**config.mk**
```make
export PLATFORM = sky130hd
export DESIGN_NAME = hazard_scoreboard
export DESIGN_NICKNAME = d
export VERILOG_FILES = /design/src/rtl/hazard_scoreboard.sv
export SDC_FILE = /design/constraint.sdc
export NUM_CORES = 1
export LEC_CHECK = 0
export CAP_MARGIN = 30
export CORE_ASPECT_RATIO = 0.9
export CORE_MARGIN = 2
export CORE_UTILIZATION = 30
export DETAILED_ROUTE_END_ITERATION = 7
export GPL_ROUTABILITY_DRIVEN = 0
export PLACE_DENSITY = 0.73
export SYNTH_ARGS = -nofsm -noshare
export SYNTH_HDL_FRONTEND = slang
export SYNTH_SLANG_ARGS = --single-unit
```
**constraint.sdc**
```tcl
create_clock -name clk -period 1.5 [get_ports clk]
set_input_delay 0.15 -clock clk [delete_from_list [all_inputs] [get_ports clk]]
set_output_delay 0.15 -clock clk [all_outputs]
set_load 0.005 [all_outputs]
```
**src/rtl/hazard_scoreboard.sv**
```systemverilog
// hazard_scoreboard: operand forwarding, load-use and multicycle RAW interlocks with a BUSY watchdog.
// Define HAZARD_SCOREBOARD_PERF_EN to build the saturating stall/flush performance counters.
module hazard_scoreboard #(
  parameter int REG_AW     = 5,
  parameter int MC_TIMEOUT = 200,
  parameter int MC_CNT_W   = 8
) (
  input  logic              clk,
  input  logic              rst,
  input  logic              RegWrite_M,
  input  logic              RegWrite_W,
  input  logic              PCSrc_E,
  input  logic [REG_AW-1:0] Rd_M,
  input  logic [REG_AW-1:0] Rd_W,
  input  logic [REG_AW-1:0] Rd_E,
  input  logic [REG_AW-1:0] RS1_E,
  input  logic [REG_AW-1:0] RS2_E,
  input  logic [REG_AW-1:0] RS1_D,
  input  logic [REG_AW-1:0] RS2_D,
  input  logic [1:0]        ResultSrc_E,
  input  logic              mc_start_E,
  input  logic              mc_op_D,
  input  logic              mc_done,
  output logic [1:0]        ForwardAE,
  output logic [1:0]        ForwardBE,
  output logic              StallF,
  output logic              StallD,
  output logic              FlushE,
  output logic              FlushD,
  output logic              mc_busy,
  output logic              mc_timeout,
  output logic [31:0]       stall_cycles,
  output logic [31:0]       flush_events
);

  typedef enum logic {IDLE, BUSY} state_e;

  localparam logic [REG_AW-1:0]   REG_ZERO     = '0;
  localparam logic [MC_CNT_W-1:0] TIMEOUT_LAST = MC_CNT_W'(MC_TIMEOUT - 1);

  state_e              state_q;
  logic [REG_AW-1:0]   pend_rd_q;
  logic [MC_CNT_W-1:0] busy_cnt_q;
  logic                timeout_q;

  logic busy;
  logic lwStall;
  logic mcStall;
  logic hazard;

  function automatic logic [1:0] fwd_sel(
    input logic              rw_m,
    input logic [REG_AW-1:0] rd_m,
    input logic              rw_w,
    input logic [REG_AW-1:0] rd_w,
    input logic [REG_AW-1:0] rs
  );
    logic [1:0] sel;
    sel = 2'b00;
    if (rw_m && (rd_m != REG_ZERO) && (rd_m == rs)) begin
      sel = 2'b10;
    end else if (rw_w && (rd_w != REG_ZERO) && (rd_w == rs)) begin
      sel = 2'b01;
    end
    return sel;
  endfunction

  // The counter holds the number of completed BUSY cycles, so the trip fires at the end of
  // the MC_TIMEOUT-th BUSY cycle and the stall drops on the cycle after.
  always_ff @(posedge clk) begin
    if (rst) begin
      state_q    <= IDLE;
      pend_rd_q  <= '0;
      busy_cnt_q <= '0;
      timeout_q  <= 1'b0;
    end else begin
      case (state_q)
        IDLE: begin
          if (mc_start_E) begin
            state_q    <= BUSY;
            pend_rd_q  <= Rd_E;
            busy_cnt_q <= '0;
          end
        end
        BUSY: begin
          busy_cnt_q <= busy_cnt_q + 1'b1;
          if (mc_done) begin
            state_q <= IDLE;
          end else if (busy_cnt_q == TIMEOUT_LAST) begin
            state_q   <= IDLE;
            timeout_q <= 1'b1;
          end
        end
        default: state_q <= IDLE;
      endcase
    end
  end

  assign busy    = (state_q == BUSY);
  assign lwStall = (ResultSrc_E == 2'b01) && (Rd_E != REG_ZERO) &&
                   ((RS1_D == Rd_E) || (RS2_D == Rd_E));
  assign mcStall = (mc_start_E && (Rd_E != REG_ZERO) && ((RS1_D == Rd_E) || (RS2_D == Rd_E))) ||
                   (busy && (pend_rd_q != REG_ZERO) &&
                    ((RS1_D == pend_rd_q) || (RS2_D == pend_rd_q))) ||
                   ((busy || mc_start_E) && mc_op_D);
  assign hazard  = lwStall || mcStall;

  // A taken branch squashes the younger instructions, so it overrides any pending stall.
  always_comb begin
    ForwardAE  = 2'b00;
    ForwardBE  = 2'b00;
    StallF     = 1'b0;
    StallD     = 1'b0;
    FlushE     = 1'b0;
    FlushD     = 1'b0;
    mc_busy    = 1'b0;
    mc_timeout = 1'b0;
    if (!rst) begin
      ForwardAE  = fwd_sel(RegWrite_M, Rd_M, RegWrite_W, Rd_W, RS1_E);
      ForwardBE  = fwd_sel(RegWrite_M, Rd_M, RegWrite_W, Rd_W, RS2_E);
      mc_busy    = busy;
      mc_timeout = timeout_q;
      if (PCSrc_E) begin
        FlushD = 1'b1;
        FlushE = 1'b1;
      end else begin
        StallF = hazard;
        StallD = hazard;
        FlushE = hazard;
      end
    end
  end

`ifdef HAZARD_SCOREBOARD_PERF_EN
  logic [31:0] stall_cycles_q;
  logic [31:0] stall_cycles_d;
  logic [31:0] flush_events_q;
  logic [31:0] flush_events_d;

  always_comb begin
    stall_cycles_d = stall_cycles_q;
    flush_events_d = flush_events_q;
    if (StallD && (stall_cycles_q != 32'hFFFF_FFFF)) begin
      stall_cycles_d = stall_cycles_q + 32'd1;
    end
    if (FlushD && (flush_events_q != 32'hFFFF_FFFF)) begin
      flush_events_d = flush_events_q + 32'd1;
    end
  end

  always_ff @(posedge clk) begin
    if (rst) begin
      stall_cycles_q <= '0;
      flush_events_q <= '0;
    end else begin
      stall_cycles_q <= stall_cycles_d;
      flush_events_q <= flush_events_d;
    end
  end

  assign stall_cycles = rst ? 32'd0 : stall_cycles_q;
  assign flush_events = rst ? 32'd0 : flush_events_q;
`else
  assign stall_cycles = 32'd0;
  assign flush_events = 32'd0;
`endif

endmodule

```
==> results by group, run 1 <==
STA
  – RSZ-0062 raised after global routing: true
  – Tcrit/Tclk final: 125%
  – Final min period: 1.87 ns
  – Pins over their slew limit: 0
  – Final Hold Fails: 0
  – Setup-failing EPs final: 5
  – Maximum clock rate: 534 MHz
  – Fin worst setup slack: -0.374 ns
  – Clock Skews: 0.00104 ns

Cells and area
  – Number of fill cells: 564
  – Share of cells above drive strength 1: between 20% and 30%
  – Final core occ: 45.2%
  – Non-filler instance count after layout: 386
  – Final instance area: approximately 2500 um^2
  – Seq. cell area: 308 um^2
  – Area Overhead vs Synth: 47.7%
  – Final nets: 363
  – Ant. Diodes: 0
  – Area of the multi-input gates: 1260 um^2

Synthesis
  – Synthesis-stage register bit count: 15
  – Synth area leader: buf_4
  – Synth warnings: 0
  – Synth area leaders: buf_4 (28%), dfxtp_1 (17%), xor2_1 (12%)
  – Synth async-reset ratio: 0%
  – Most frequent cell after synthesis: buf_4
  – Yosys cell types: 36
  – Sequential area share after synthesis: between 10% and 20%
  – Top cell type's share of synthesized area: 28.3%
  – Post-Syn Instances: 225
  – Dominant synthesized flop cell: dfxtp_1
  – Commonest cells in the netlist: buf_4 (65), xor2_1 (24), xnor2_1 (16)
  – Mapped Area: 1720 um^2
  – Number of synthesized flops with an enable pin: 0
  – Synthesized area per cell: 7.66 um^2

Clock network
  – Clock Tree Buf Depth: 2
  – Worst-path clk slew: 0.06 ns
  – CTS tree: yes
  – CTS Buf Count: 3
  – Number of H-tree levels: 1
  – Sinks on Clock Net: 15
  – Clk Latency, worst-skew pair: 0.25 ns
  – Clk root buf: clkbuf_8

Global route
  – Antenna violations before repair: 0
  – GRT Resource Usage Total: 13.8%
  – Vias in the first global route: between 1000 and 1500
  – Largest net degree at the start of global routing: 12
  – First-pass GRT wire length: 7000 um
  – Total grt overflow: 0

Run
  – Max Cap Violations: 0

Drt
  – DRC: 0
  – DR WL/cell: 12.2 um
  – Via Count: 1609
  – Pre-antenna DRT Iters: 4
  – WL final: ~4700 um
  – Drt initial violations: 35
  – Antenna-violating nets left: 0
  – Vias per Instance: around 4.2

Worst setup path
  – Endpoint class of the critical path: output port
  – Critical path class: reg2out
  – Critical Path AT: 1.72 ns
  – Crit path required time: around 1.4 ns
  – RR Startpoint: busy
  – CP cell instances: or4_4 -> o21ai_2 -> o21ai_2 -> o31a_1 -> buf_2
  – Crit-path max FO: 4
  – Largest delay share family, worst path: simple AND/OR/NAND/NOR gates
  – Cell count along the critical path: 5
  – Reg2Reg Depth: 6
  – Crit. Startpoint: pend_rd_q[2]
  – Critical path's most frequent cell: o21ai_2
  – Critical path buffer and inverter count: 1
  – Worst setup SP type: register
  – Max stage delay on crit path: 0.52 ns
  – Cell at the slowest stage of the critical path: or4_4

Outcome
  – Status: finished with violations
  – Failing checks: negative setup slack

Placement
  – Pre-CTS setup slack: -0.836 ns
  – Cell Count Post-Placement: 372
  – Hpwl dp: approximately 3500 um
  – Placement Cell Area: around 2300 um^2
  – I/O Buffers: 54

Min path
  – Hold Path Class: in2reg
  – Hold path cells: 3
  – Hold path start: rst

Power and ir drop
  – Power, Total: 1.28 mW
  – Maximum VDD drop: around 0.34 mV
  – PD cells: approximately 500 nW/um^2
  – Leakage: 1.23 nW

Die
  – Die height: 75.9 um
  – Cell row count: 26
  – DIE AREA: about 6400 um^2
  – Initial core utilization: 30.6%
  – # IOs: 119
  – Core box area: 5630 um^2
  – Width of the die: 83.9 um
## cell families after synthesis
logic type / after synthesis / share of synthesized area, %
other: 1 / 0.218
muxes: 1 / 0.581
AOI/OAI and AO/OA: 29 / 9.88
and+or+nand+nor: 67 / 21.2
xor gates and xnor gates: 40 / 20.3
buffers and inverters: 71 / 29.6
DFF: 15 / 17.4
adders and majority gates: 1 / 0.726
## area by class of cell
| cell class | instances | area share, % |
|---|---|---|
| Multi-Input combinational cell | 202 | 49.7 |
| Inverter | 2 | 0.295 |
| Sequential cell | 15 | 12.1 |
| Clock buffer | 3 | 1.62 |
| Tap cell | 70 | 3.44 |
| Timing Repair Buffer | 93 | 32.6 |
| Clock inverter | 1 | 0.197 |
## through the flow
step	hold slack, ns	setup TNS, ns
2_1_floorplan	0.286	0
3_3_place_gp	0.451	-5.14
3_5_place_dp	0.458	-5.37
4_1_cts	0.386	-1.32
5_1_grt	0.301	-1.53
6_report	0.278	-1.24
## flip-flops by register name (all words and copies together), names as in the netlist
register    count
pend_rd_q       5
busy_cnt_q      8
timeout_q       1
busy            1
## final timing paths
check,end,slack (ns)
worst min-delay path,pend_rd_q[2],0.28
worst max-delay path,FlushE,-0.37
worst max register to register,busy_cnt_q[7],0.10
worst min register to register,timeout_q,0.47
## where the power goes
part,switching (mW),internal (mW)
combinational,0.248,0.278
sequential,0.0131,0.410
clock,0.150,0.184
## layer usage
| metal | track usage [%] | vias up | wire (um) |
|---|---|---|---|
| li1 | - | 806 | - |
| met1 | 16.8 | 725 | 1950 |
| met2 | 24.2 | 67 | 2400 |
| met3 | 3.25 | 11 | 284 |
| met4 | 5.73 | 0 | 91 |
| met5 | 0 | - | 0 |
## placed cells by master, fill, tap and decap left out, types with 3 or more instances in the layout
cell             Yosys  layout
nor3_2               1       6
xnor2_1             16      15
o21ai_0              6       4
or4_4                0       5
nand2_1             13      12
clkdlybuf4s50_1      0      21
buf_2                0      10
xor2_1              24      23
conb_1               1      64
buf_6                0       9
nand3_1              9       8
nor2b_1              7       7
dlymetal6s2s_1       0       8
clkbuf_8             0       3
dfxtp_1             15      13
clkbuf_2             0       4
dlygate4sd2_1        0       7
buf_4               65      32
nor2_1              10      10
a21oi_1             13      11
nor3_1               9       4
o21ai_2              1       3
## worst register-to-register path: stages (launching register included)
cell     delay, ns
dfxtp_4       0.36
buf_6         0.11
buf_4         0.12
and4_4        0.23
nand3_1       0.09
or2_2         0.29
a21oi_2       0.13
## repair_timing
action | in CTS | in global routing
resized for setup | 81 | 42
gates cloned | 1 | 0
hold buffers | 0 | 0
pin swaps | 15 | 14
buffers inserted | 6 | 4
setup endpoints to repair | 10 | 9
endpoints found under the hold margin | 0 | 0
Note: power is estimated with default switching activity, not from simulation.
==> inputs of run 2 (changes only) <==
- CORE_UTILIZATION: 30 -> 32
- PLACE_DENSITY: 0.73 -> 0.77
==> results by group, run 2 (same netlist as run 1, synthesis figures left out) <==
Drt
  – Pre-antenna DRT Iters: 4
  – Via Count: 1643
  – Wire length on met1: 1820 um
  – DR WL/cell: 11.9 um
  – Highest Signal Layer: met4
  – Vias per Instance: 4.28
  – DRC: 0
  – Met3 wire length: 282 um
  – Antenna-violating nets left: 0
  – Drt initial violations: 59
  – WL final: between 4000 and 5000 um
  – DR WL met2: 2360 um

Worst setup path
  – Critical path's most frequent cell: o21ai_2
  – Max stage delay on crit path: between 0.5 and 0.6 ns
  – Largest delay share family, worst path: simple AND/OR/NAND/NOR gates
  – Critical Path AT: approximately 1.8 ns
  – Critical path class: reg2out
  – Worst setup SP type: register
  – Crit-path max FO: 2
  – Cell at the slowest stage of the critical path: or4_4
  – Endpoint class of the critical path: output port
  – Crit path required time: 1.35 ns
  – CP cell instances: or4_4 -> o21ai_2 -> o21ai_2 -> buf_4 -> o31a_1 -> buf_2
  – Critical path buffer and inverter count: 2

Clock network
  – Sinks on Clock Net: 15
  – CTS Buf Count: 3
  – Clock Tree Buf Depth: 2
  – Number of H-tree levels: 1
  – Clk root buf: clkbuf_8
  – CTS tree: yes
  – Clk Latency, worst-skew pair: 0.25 ns
  – Worst-path clk slew: 0.06 ns

Die
  – Die height: 73.6 um
  – Width of the die: 81.3 um
  – Cell row count: 25
  – DIE AREA: 5990 um^2
  – # IOs: 119
  – Initial core utilization: 33.0%
  – Core box area: 5220 um^2

Power and ir drop
  – PD cells: about 510 nW/um^2
  – Power, Total: 1.27 mW
  – Maximum VDD drop: 0.352 mV
  – Leakage: 1.17 nW

STA
  – Setup Total Neg Slack: -1.39 ns
  – Maximum clock rate: ~520 MHz
  – RSZ-0062 raised after global routing: true
  – Final min period: 1.93 ns
  – Setup-failing EPs final: 7
  – Pins over their slew limit: 0
  – Clock Skews: 0.000575 ns
  – Tcrit/Tclk final: 129%
  – Fin worst setup slack: -0.430 ns
  – Final Hold Fails: 0

Global route
  – Antenna violations before repair: 0
  – Largest net degree at the start of global routing: 14
  – Total grt overflow: 0
  – Vias in the first global route: about 1500
  – GRT Resource Usage Total: between 10% and 20%
  – First-pass GRT wire length: 6680 um

Cells and area
  – Largest registers: busy_cnt_q: 8 flops, pend_rd_q: 5 flops
  – Commonest non-fill, non-tap cell in the layout: conb_1
  – Non-filler instance count after layout: 384
  – Register name with the most flops: busy_cnt_q
  – Final instance area: 2490 um^2
  – Final nets: 364
  – Share of cells above drive strength 1: a little over a quarter
  – Largest register FFs: 8
  – Final core occ: 47.7%
  – Most frequent cells in the layout: conb_1 (64), buf_4 (33), clkdlybuf4s50_1 (25)
  – Area Overhead vs Synth: 44.7%
  – Ant. Diodes: 0

Outcome
  – Status: finished with violations
  – Failing checks: negative setup slack

Placement
  – Hpwl dp: 3470 um
  – Cell Count Post-Placement: 369
  – Placement Cell Area: 2300 um^2
  – I/O Buffers: 54

Min path
  – Hold Path Class: in2reg

Run
  – Max Cap Violations: 0
run 2: through the flow:
stage	hold WS, ns	setup WS [ns]
floorplan	0.286	0.00524
global placement	0.460	-0.793
detailed placement	0.463	-0.815
CTS	0.277	-0.483
global route	0.307	-0.507
finish	0.288	-0.430
run 2: where the power goes:
part | internal (mW) | switching (mW)
Sequential | 0.412 | 0.0121
Clock | 0.184 | 0.145
Combinational | 0.280 | 0.239
run 2: worst paths after layout:
check,slack [ns],to,cells past startpoint,from
setup / recovery,-0.43,FlushE,6,pend_rd_q[1]
setup reg to reg,0.06,busy_cnt_q[7],6,busy
hold reg to reg,0.47,timeout_q,2,timeout_q
hold / removal,0.29,pend_rd_q[2],3,rst
run 2: worst register-to-register path, stage by stage, from the launching register on:
cell and delay, ns:
dfxtp_2 0.36, buf_6 0.11, buf_4 0.10, and4_2 0.28, nand3_1 0.11, or2_2 0.29
a21oi_1 0.13
run 2: layout make-up:
type	count	area [um^2]
Fill cell	498	2730
Multi-Input combinational cell	202	1220
Clock inverter	1	5.00
Tap cell	67	83.8
Timing Repair Buffer	94	828
Inverter	2	7.51
Clock buffer	3	41.3
Sequential cell	15	304
run 2: timing repair:
action                     4_1_cts  5_1_grt
hold buffers                     0        0
gates cloned                     1        0
setup endpoints to repair       10        9
setup buffers                    9        1
pin swaps                       18        8
resized for setup               91       18
run 2: layer usage:
metal  GRT usage [%]  vias up
met5               0        -
met2            26.7       64
met3            2.21       12
met1            16.4      753
li1                -      814
met4            5.65        0
==> RTL change 1: new RTL, settings of run 1 <==
The parameter `REG_AW` goes from 5 to 4.
--- a/src/rtl/hazard_scoreboard.sv
+++ b/src/rtl/hazard_scoreboard.sv
@@ -2,5 +2,5 @@
 // Define HAZARD_SCOREBOARD_PERF_EN to build the saturating stall/flush performance counters.
 module hazard_scoreboard #(
-  parameter int REG_AW     = 5,
+  parameter int REG_AW     = 4,
   parameter int MC_TIMEOUT = 200,
   parameter int MC_CNT_W   = 8
Ports: changed (7 resized); port bits go from 119 to 112. The function was not compared with the original's and may differ.
==> RTL change 1 against run 1 <==
The flow still finishes with violations (negative setup slack); wire length decreased by 25%; count of clock-buffer cells in the layout increased by 1; largest cell class unchanged; worst setup slack improved by 130 ps; core utilization decreased by 4.1 points; total power decreased by 9.3%; sequential cell count decreased by 1; synthesized area decreased by 7.0%; design area decreased by 16%; critical path depth unchanged; die area decreased by 6.6%.
==> RTL change 1: results (changes against run 1) <==
[logic_synthesis]
yosysSeqAreaShare_pct=17.5  ; +0.057 points
synth_fa_ha_area_share_pct=0.781  ; +0.054 points
synth_compound_area_share_pct=8.27  ; -1.6 points
synthCells=198  ; -12%
muxShareOfSynthArea_pct=5.23  ; +4.6 points
ys_top_cells_by_area=buf_4 (30%), dfxtp_1 (17%), xnor2_1 (8.7%), xor2_1 (8.7%), nor2_1 (4.2%)
yosysUniqueCellTypes=36  ; unchanged
yosys.area_share.xor_xnor_pct=17.5  ; -2.8 points
yosys-top-cells-count=buf_4 (65), nor2_1 (18), xnor2_1 (16), xor2_1 (16), dfxtp_1 (14)

[worst_hold_path]
min_from=Rd_E[0]
holdPathStages=3  ; unchanged
worstHoldEndpoint=pend_rd_q[0]

[placement]
place_ws_ps=-787  ; +48.6 ps
hpwl_um=2930  ; -16%
io_buffer_count=47  ; -13%
dpl.cell_count=326  ; -12%
place_area_um2=2050  ; -11%

[global_route]
grt_pass1_vias=1290  ; -11%
use_met3_pct=2.95  ; -0.30 points
met1_usage_pct=14.1  ; -2.7 points
grt_pass1_wl_um=5650  ; -19%
grt_use_total_pct=12.0  ; -1.8 points
grt_start_max_net_pins=13  ; +1
grt_use_met2_pct=21.2  ; -3.0 points

[worst_setup_path]
r2r_cells=5  ; -1
crit_arrival_ps=1600  ; -120 ps
rr_endpoint=busy_cnt_q[6]
crit_path_max_fanout=4  ; unchanged
cp-endpoint=StallD
startpoint=pend_rd_q[3]
reg2reg_slack_ps=210  ; +110 ps

[layout]
nNetsFinal=308  ; -15%
drive_gt1_share_pct=19.8  ; -9.0 points
antenna_cells=0  ; unchanged
fillers=531  ; -5.9%
reg_top3=busy_cnt_q: 8 flops, pend_rd_q: 4 flops

[drt]
drt_first_iter_violations=20  ; -43%
drt-met1-wl_um=1480  ; -24%
vias_per_cell=4.18  ; +0.19%
wl_um=3530  ; -25%
wl_met3_um=242  ; -15%
vias=1399  ; -13%
wl_met2_um=1760  ; -27%

[timing]
skew_ps=0.880  ; -0.160 ps
hold_slack_ps=435  ; +156 ps
tns_ps=-700  ; +537 ps
finalWorstSetupSlack_ps=-247  ; +126 ps
setup_viol=3  ; -2

[power_and_ir_drop]
ir_drop_mv=0.430  ; +26%
power.leakage_nw=1.03  ; -16%

[clock_network]
htreeDepth=1  ; unchanged
clk_path_buf_depth=2  ; unchanged
root_buffer=clkbuf_8

[run_status]
outcome=complete, but fails checks
failed_checks=negative setup slack

==> RTL change 1: report_power, final <==
| group | total (mW) | switching [mW] | internal (mW) |
|---|---|---|---|
| clock network | 0.374 | 0.141 | 0.233 |
| logic | 0.392 | 0.189 | 0.203 |
| registers | 0.398 | 0.0140 | 0.384 |
| total | 1.16 | 0.344 | 0.820 |
==> RTL change 1: layout make-up <==
type | instances | area, um^2 | area share, %
clock buffers | 4 | 55.1 | 2.58
multi-input cells | 176 | 1070 | 50.4
well taps | 67 | 83.8 | 3.93
flip-flops and latches | 14 | 289 | 13.5
repair buffers | 72 | 624 | 29.2
inverters | 2 | 7.51 | 0.352
==> RTL change 1: worst max-delay path: stages, from the launching register on <==
cell and delay [ps]:
dfxtp_4 360, xor2_1 160, nor4_1 270, o211ai_1 170, a311oi_2 240, buf_2 160
==> RTL change 1: timing repair <==
item | in CTS | in global routing
hold buffers | 0 | 0
pin swaps | 17 | 6
setup buffers | 5 | 0
resized for setup | 65 | 4
setup endpoints to repair | 10 | 7
==> RTL change 2: new RTL, flow settings as in run 1 <==
Without the edit above. Put a register stage on the output `mc_timeout`, cleared by the reset. The value now appears one clock later. The other outputs are not delayed to match.
--- a/src/rtl/hazard_scoreboard.sv
+++ b/src/rtl/hazard_scoreboard.sv
@@ -38,4 +38,6 @@
   localparam logic [REG_AW-1:0]   REG_ZERO     = '0;
   localparam logic [MC_CNT_W-1:0] TIMEOUT_LAST = MC_CNT_W'(MC_TIMEOUT - 1);
+
+  logic mc_timeout_d;
 
   state_e              state_q;
@@ -115,10 +117,10 @@
     FlushD     = 1'b0;
     mc_busy    = 1'b0;
-    mc_timeout = 1'b0;
+    mc_timeout_d = 1'b0;
     if (!rst) begin
       ForwardAE  = fwd_sel(RegWrite_M, Rd_M, RegWrite_W, Rd_W, RS1_E);
       ForwardBE  = fwd_sel(RegWrite_M, Rd_M, RegWrite_W, Rd_W, RS2_E);
       mc_busy    = busy;
-      mc_timeout = timeout_q;
+      mc_timeout_d = timeout_q;
       if (PCSrc_E) begin
         FlushD = 1'b1;
@@ -166,4 +168,12 @@
 `endif
 
+  always_ff @(posedge clk) begin
+    if (rst) begin
+      mc_timeout <= '0;
+    end else begin
+      mc_timeout <= mc_timeout_d;
+    end
+  end
+
 endmodule
 
Formal check against the unedited RTL: same outputs for any inputs over 10 cycles, from zero or initial values and one cycle with rst high; that may be too few to reach the edited logic, so the function may still have changed.
==> RTL change 2 against run 1 <==
The flow still finishes with violations (negative setup slack); clock power up 13%; highest routed layer unchanged; worst setup slack got worse by 69 ps; core utilization fell by 1.3 points; critical path type unchanged; design area shrank 2.4%; sequential cell count grew 1; wire length shrank 5.8%; via count shrank 2.3%; die area rose by 1.5%; total power up 4.2%; synthesized area grew 1.6%; first-iteration DRC count increased by 8.6%; worst hold slack better by 47 ps.
==> RTL change 2: results (changes against run 1) <==
[global_route]
grt_pass1_wl_um=6870  ; -1.8%
grt_pass1_vias=1459  ; +0.41%
grt_use_total_pct=13.0  ; -0.89 points
grt_start_max_net_pins=23  ; +11

[clock_network]
numCtsBuffers=3  ; unchanged
clock_insertion_delay_worst_skew_ps=250  ; about the same

[timing]
setup_viol=4  ; -1
finalHoldViolCount=0  ; unchanged
skew_ps=6.60  ; +5.56 ps
finalWorstSetupSlack_ps=-443  ; -69.3 ps

[placement]
io_buffer_count=54  ; unchanged
dpl.cell_count=374  ; +0.54%
place_ws_ps=-836  ; -0.0390 ps
hpwl_um=3500  ; +0.15%

[drt]
routedWlPerCell_um=11.6  ; -5.1%
wl_um=4450  ; -5.8%
drt_first_iter_violations=38  ; +8.6%
vias_per_cell=4.10  ; -1.5%

[logic_synthesis]
yosys-top-cells-count=buf_4 (65), xnor2_1 (32), nand2_1 (17)
synth.avg_cell_area_um2=7.71  ; +0.70%
yosysSeqAreaShare_pct=18.3  ; +0.87 points
yosysUniqueCellTypes=35  ; -2.8%
ys_top_cells_by_area=buf_4 (28%), dfxtp_1 (18%), xnor2_1 (16%), xor2_1 (4.0%), a21oi_1 (3.7%)

[worst_setup_path]
crit_arrival_ps=1790  ; +70 ps
crit_path_max_fanout=2  ; -2

[layout]
fillers=570  ; +1.1%
drive_gt1_share_pct=24.9  ; -3.9 points
antenna_cells=0  ; unchanged
nNetsFinal=360  ; -0.83%
reg_top3=busy_cnt_q: 8 flops, pend_rd_q: 5 flops

[run_status]
failed_checks=negative setup slack
outcome=complete, but fails checks

[power_and_ir_drop]
power.leakage_nw=1.12  ; -8.7%
ir_drop_mv=0.351  ; +2.7%

-- RTL change 2: through the flow --
step	setup TNS (ps)	cell area, um^2	util [%]	hold slack [ps]
final	-1430	2480	43.9	325
after global routing	-1700	2480	43.9	333
after CTS	-1490	2390	42.3	417
after detailed placement	-5590	2330	41.2	464
after global placement	-5560	2330	41.2	457
after floorplan	-125	1990	-	286
-- RTL change 2: cells by family (layout without fill, tap and decap cells) --
family,count (synthesis),after routing,share of synthesized area (%)
flops,16,16,18.3
compound gates,26,26,9.01
other cells,1,64,0.214
mux,1,1,0.572
buf+inv,71,94,29.2
simple gates,71,71,22.0
fa+ha+maj,1,1,0.715
xor+xnor,40,40,20.0
-- RTL change 2: routing by layer --
metal | GRT usage (%) | vias to the layer above | routed length [um]
met2 | 21.9 | 53 | 2270
met3 | 3.36 | 6 | 244
met4 | 2.70 | 0 | 65
met5 | 0 | - | 0
li1 | - | 800 | -
met1 | 16.6 | 713 | 1870
-- RTL change 2: where the power goes --
group | total, mW | switching, mW | internal (mW) | leakage (nW)
registers | 0.446 | 0.00835 | 0.438 | 0.131
clock network | 0.379 | 0.146 | 0.233 | 0.0288
logic | 0.512 | 0.243 | 0.269 | 0.960
-- RTL change 2: layout make-up --
| cell class | instances | share of cell area (%) |
|---|---|---|
| multi-input cells | 203 | 50.3 |
| repair buffers | 88 | 30.7 |
| flip-flops and latches | 16 | 13.0 |
| well taps | 70 | 3.52 |
| clock buffers | 4 | 2.22 |
| inverters | 2 | 0.302 |
-- RTL change 2: what timing repair did --
item | 4_1_cts | 5_1_grt
cloned | 0 | 0
setup endpoints to repair | 9 | 8
setup buffers | 4 | 1
pin swaps | 13 | 12
gates resized for setup | 90 | 22
-- RTL change 2: critical path: stages, from the launching register on --
cell and delay [ps]:
dfxtp_2 320, or4_4 520, o21a_1 190, a221oi_2 290, nand2b_1 90, buf_2 130
-- RTL change 2: final timing paths --
kind	startpoint	to	slack, ps	cells after the start
worst max-delay path	pend_rd_q[0]	FlushE	-440	5
worst min-delay path	Rd_E[4]	pend_rd_q[4]	330	4
worst max register to register	busy	busy_cnt_q[7]	130	5
worst min register to register	busy_cnt_q[7]	busy_cnt_q[7]	470	2
